File: src/rtl/trace_drain_controller.sv
// rtl/trace_drain_controller.sv - buffers trace records and drains them word-by-word into a circular memory buffer
module trace_drain_controller #(
    parameter int                ADDR_WIDTH   = 32,
    parameter int                DATA_WIDTH   = 32,
    parameter int                RECORD_WIDTH = 128,
    parameter int                FIFO_DEPTH   = 8,
    parameter logic [ADDR_WIDTH-1:0] BASE_ADDR = 32'h0001_0000,
    parameter int                BUF_WORDS    = 1024
) (
    input  logic                            clk,
    input  logic                            rst,
    input  logic                            enable,
    input  logic                            trace_data_ready,
    input  logic [RECORD_WIDTH-1:0]         trace_record_i,
    output logic                            out_req,
    output logic [ADDR_WIDTH-1:0]           out_addr,
    output logic [DATA_WIDTH-1:0]           out_wdata,
    input  logic                            out_gnt,
    output logic [$clog2(FIFO_DEPTH):0]     fifo_level,
    output logic [15:0]                     drop_count,
    output logic                            busy
);

    localparam int WORDS = RECORD_WIDTH / DATA_WIDTH;
    localparam int KW    = (WORDS > 1) ? $clog2(WORDS) : 1;
    localparam int PW    = $clog2(FIFO_DEPTH);
    localparam int LW    = PW + 1;
    localparam int WPW   = $clog2(BUF_WORDS);

    typedef enum logic [0:0] {IDLE, SEND} state_t;

    state_t                  state, state_next;
    logic [RECORD_WIDTH-1:0] mem [FIFO_DEPTH];
    logic [PW-1:0]           rd_ptr, wr_ptr;
    logic [LW-1:0]           count, count_next;
    logic [KW-1:0]           k;
    logic [WPW-1:0]          wptr;
    logic [DATA_WIDTH-1:0]   head_words [WORDS];
    logic                    full, empty, last_word, grant, pop, push, drop;

    assign full      = (count == LW'(FIFO_DEPTH));
    assign empty     = (count == '0);
    assign last_word = (k == KW'(WORDS - 1));
    assign grant     = (state == SEND) && out_gnt;
    assign pop       = grant && last_word;
    // A full FIFO still accepts a record when the head leaves on the same edge.
    assign push      = trace_data_ready && (!full || pop);
    assign drop      = trace_data_ready && full && !pop;

    always_comb begin
        count_next = count;
        if (push && !pop)
            count_next = count + LW'(1);
        else if (pop && !push)
            count_next = count - LW'(1);
    end

    for (genvar i = 0; i < WORDS; i++) begin : g_words
        assign head_words[i] = mem[rd_ptr][i*DATA_WIDTH +: DATA_WIDTH];
    end

    always_ff @(posedge clk) begin
        if (push)
            mem[wr_ptr] <= trace_record_i;
    end

    always_ff @(posedge clk or posedge rst) begin
        if (rst) begin
            state      <= IDLE;
            rd_ptr     <= '0;
            wr_ptr     <= '0;
            count      <= '0;
            k          <= '0;
            wptr       <= '0;
            drop_count <= '0;
        end else begin
            state <= state_next;
            count <= count_next;
            if (push)
                wr_ptr <= wr_ptr + PW'(1);
            if (pop)
                rd_ptr <= rd_ptr + PW'(1);
            if (grant) begin
                k    <= last_word ? '0 : k + KW'(1);
                wptr <= wptr + WPW'(1);
            end
            if (drop && drop_count != 16'hFFFF)
                drop_count <= drop_count + 16'd1;
        end
    end

    always_comb begin
        state_next = state;
        case (state)
            IDLE: if (enable && !empty) state_next = SEND;
            SEND: if (pop && !(enable && count_next != '0)) state_next = IDLE;
            default: state_next = IDLE;
        endcase
    end

    assign out_req    = (state == SEND);
    assign out_wdata  = (state == SEND) ? head_words[k] : '0;
    assign out_addr   = BASE_ADDR + ADDR_WIDTH'({wptr, 2'b00});
    assign fifo_level = count;
    assign busy       = (state != IDLE);

endmodule

File: config.mk
export PLATFORM = sky130hd
export DESIGN_NAME = trace_drain_controller
export DESIGN_NICKNAME = d
export VERILOG_FILES = /design/src/rtl/trace_drain_controller.sv
export SDC_FILE = /design/constraint.sdc
export NUM_CORES = 1
export LEC_CHECK = 0
export CELL_PAD_IN_SITES_DETAIL_PLACEMENT = 1
export CELL_PAD_IN_SITES_GLOBAL_PLACEMENT = 1
export CORE_UTILIZATION = 45
export CTS_CLUSTER_SIZE = 25
export DETAILED_ROUTE_END_ITERATION = 10
export PLACE_DENSITY = 0.71
export SLEW_MARGIN = 10
export SYNTH_ARGS = -nofsm -noshare
export SYNTH_HDL_FRONTEND = slang
export SYNTH_SLANG_ARGS = --single-unit
File: constraint.sdc
create_clock -name clk -period 17 [get_ports clk]
set_input_delay 4.25 -clock clk [delete_from_list [all_inputs] [get_ports clk]]
set_output_delay 4.25 -clock clk [all_outputs]
set_load 0.005 [all_outputs]
==> results.yml <==
pwr:
  p_sw_mw: 2.51
  p_clk_share_pct: 28.2
  power.density_nw_per_um2: 171
  seqPwrFrac_pct: 42.5
  ir_drop_v: 0.000131
  p_int_mw: 5.67
  comb_power_share_pct: 29.3
  p_sw_share_pct: 30.7
  p_leak_nw: 15.1
critical_path:
  cp.required_ns: 12.75
  critPathTopFamily: "buffers and inverters"
  crit_fanout: 48
  worst_ep_arrival_time_ns: 4.96
  crit_top_cell: "buf_4"
  startpoint_type: "flip-flop"
  critPathMaxStageDelay_ns: 1.03
  worstSetupEndpointType: "output pin"
  path_cells: "buf_4, buf_4, mux4_2, and2_1, a211oi_1, nor4_1, clkdlybuf4s50_1"
  critPathSlowestCell: "dfrtp_4"
  cp_num_buf_inv: 3
  critPathKind: "reg2out"
die:
  die_w_microns: 305
  initial_core_util_pct: 45.6
  chipHeight_microns: 305
  die-area_sq_um: 92700
  rows: 110
  num_io_pins: 219
  core_sq_um: 90300
cells_and_area:
  final_common_cell: "edfxtp_1"
  finalNonFillerCells: 3426
  layout_common_cells: "edfxtp_1 (1024), mux4_2 (217), clkdlybuf4s50_1 (196)"
  drive_gt1_share_pct: 19.2
  syn_to_final_growth_pct: 16.1
  nets: 2290
route:
  via_count: 20400
  routedWlPerCell_microns: 29.6
  drc: 0
  firstDrtPassIters: 5
  met3WireLength_mm: 7.97
  top_layer_used: "met5"
  met1_length_mm: 42.1
  drtIter0Drc: 1933
  wirelength_mm: 101
  ant_nets: 0
  wl_met2_mm: 49.3
  viasPerCell: 5.96
clock_tree:
  cts_buffers: 108
  insertion_delay_ns: 0.69
  path_clk_slew_ns: 0.06
  cts_setup_buffers: 0
  h-tree-depth: 3
  cts_root_buf: "clkbuf_16"
  post_cts_resized: 0
  cts_tree: "built"
  cts_hold_buf: 0
  cts_num_sinks: 1063
  cts.path.max_buffers: 3
global_route:
  antenna_found_initial: 26
  track_usage_pct: 22.1
  first_global_vias: 21900
  grt_first_pass_wirelength_mm: 148
  grt_start_max_net_pins: 148
  globalRouteOverflowTotal: 0
sta:
  finClkSkew_ns: 0.0391
  rsz0062_at_grt: "false"
  slew_viol_final: 0
  finalSetupViolCount: 0
  max-slew-margin-rel_pct: 15.1
  fmax_ghz: 0.109
  finalSetupTns_ns: 0
  worst_pin_slew_ns: 1.27
  report.final.hold_viol_count: 0
  min_period_ns: 9.21
  period_share_pct: 54.2
synth:
  netlist.area_leader.share_pct: 74.7
  netlist_top_cells_area: "edfxtp_1 (75%), mux4_2 (12%), dfrtp_1 (2.4%), mux2i_1 (1.9%), a211oi_1 (0.75%)"
  async_reset_ff_share_pct: 3.67
  synth_ff_type: "edfxtp_1"
  yosysTopAreaCell: "edfxtp_1"
  syn_inst: 1932
  seq_area_frac_synth_pct: 77.0
  ys_warn_count: 0
  synthesis.area_sq_um: 41200
  ys_seq_elements: 1063
  syn_area_per_cell_sq_um: 21.3
  synth_cell_types: 47
  synth-edff-count: 1024
placement:
  io_buffers: 196
  placed_cells: 3216
  dpl.hpwl_mm: 53.7
  gp_congestion: 0.743
status:
  status: "complete, no violations"
run:
  maxCapViolations: 0
hold_path:
  hold_class: "reg2reg"
-- state kept, by name (all words and copies together) (netlist names) --
register and flops:
mem 1024, drop_count 16, wptr 10, fifo_level 4, rd_ptr 3, wr_ptr 3
k 2, busy 1
-- layout make-up --
cell class                 count  area [sq um]
inverter                       6          22.5
clock buffer                 139          2900
fill                        7845         42500
antenna                       10          25.0
timing repair buffer         225          2280
multi-input combinational    746          8840
tap                         1176          1470
sequential                  1063         31700
clock inverter                61           522
-- metal layers --
metal	track usage [%]	vias up
met5	0	-
met4	5.94	28
li1	-	8533
met2	35.9	749
met3	4.64	156
met1	30.3	10900
-- cells in the mapped netlist, types with 2 or more instances --
| cell type | instances |
|---|---|
| a211oi_1 | 41 |
| a21oi_1 | 8 |
| a221oi_1 | 23 |
| a22oi_1 | 40 |
| a311oi_1 | 23 |
| a31oi_1 | 2 |
| and2_1 | 35 |
| and3_1 | 6 |
| and4_1 | 3 |
| buf_1 | 10 |
| buf_2 | 32 |
| buf_4 | 36 |
| buf_6 | 11 |
| clkbuf_1 | 48 |
| conb_1 | 2 |
| dfrtp_1 | 39 |
| edfxtp_1 | 1024 |
| ha_1 | 7 |
| inv_1 | 6 |
| mux2_2 | 14 |
| mux2i_1 | 79 |
| mux4_2 | 217 |
| nand2_1 | 24 |
| nand2b_1 | 4 |
| nand3_1 | 8 |
| nand3b_1 | 2 |
| nand4_1 | 11 |
| nor2_1 | 12 |
| nor2b_1 | 12 |
| nor3_1 | 14 |
| nor3b_1 | 4 |
| nor4_1 | 11 |
| o21ai_0 | 54 |
| o21ai_1 | 7 |
| o31a_1 | 24 |
| or3_1 | 2 |
| xnor2_1 | 14 |
| xor2_1 | 14 |
-- worst register-to-register path, cell delays in order (launching register included) --
cell and delay, ns:
dfrtp_1 0.36, buf_4 0.56, ha_1 0.36, nand3_1 0.41
a21boi_0 0.60, nand2_1 0.31, nor2_4 0.32, buf_4 0.56
buf_4 0.73
-- logic make-up (layout without fill, tap and decap cells) --
| family | count (synthesis) | in the layout | synth area share (%) |
|---|---|---|---|
| flops | 1063 | 1063 | 77.0 |
| mux | 310 | 310 | 14.2 |
| compound gates | 226 | 226 | 3.92 |
| simple gates | 153 | 153 | 2.13 |
| buf+inv | 143 | 431 | 1.93 |
| xor+xnor | 28 | 28 | 0.595 |
| fa+ha+maj | 7 | 7 | 0.213 |
| other cells | 2 | 32 | 0.0182 |
-- through the flow --
stage	hold WS (ns)	total power [mW]	worst slack, ns	utilization [%]	instance area (sq um)
floorplan	0.468	5.02	1.81	-	41300
global placement	0.460	5.87	8.39	49.1	44300
detailed placement	0.493	5.93	8.32	49.1	44300
CTS	0.506	8.26	7.61	52.9	47800
global route	0.519	8.48	7.47	52.9	47800
finish	0.492	8.17	7.79	52.9	47800
-- path summary, 6_finish.rpt --
path / from / endpoint / slack (ns) / cells after the start
setup / recovery: rd_ptr[1] / out_wdata[27] / 7.79 / 7
setup reg to reg: k[0] / mem[7][115] / 12.40 / 8
hold reg to reg: wptr[9] / wptr[9] / 0.49 / 1
hold / removal: wptr[9] / wptr[9] / 0.49 / 1
max in group asynchronous: rst / rd_ptr[1] / 12.54 / 3
min in group asynchronous: rst / rd_ptr[0] / 4.04 / 3
-- power by group through the flow --
stage,logic (mW),registers (mW),clock network (mW)
global placement,2.37,3.50,0
global route,2.54,3.51,2.43
CTS,2.42,3.48,2.35
floorplan,1.51,3.51,0
detailed placement,2.40,3.53,0
finish,2.39,3.48,2.31
No activity file was read; power rests on OpenSTA's default activity.
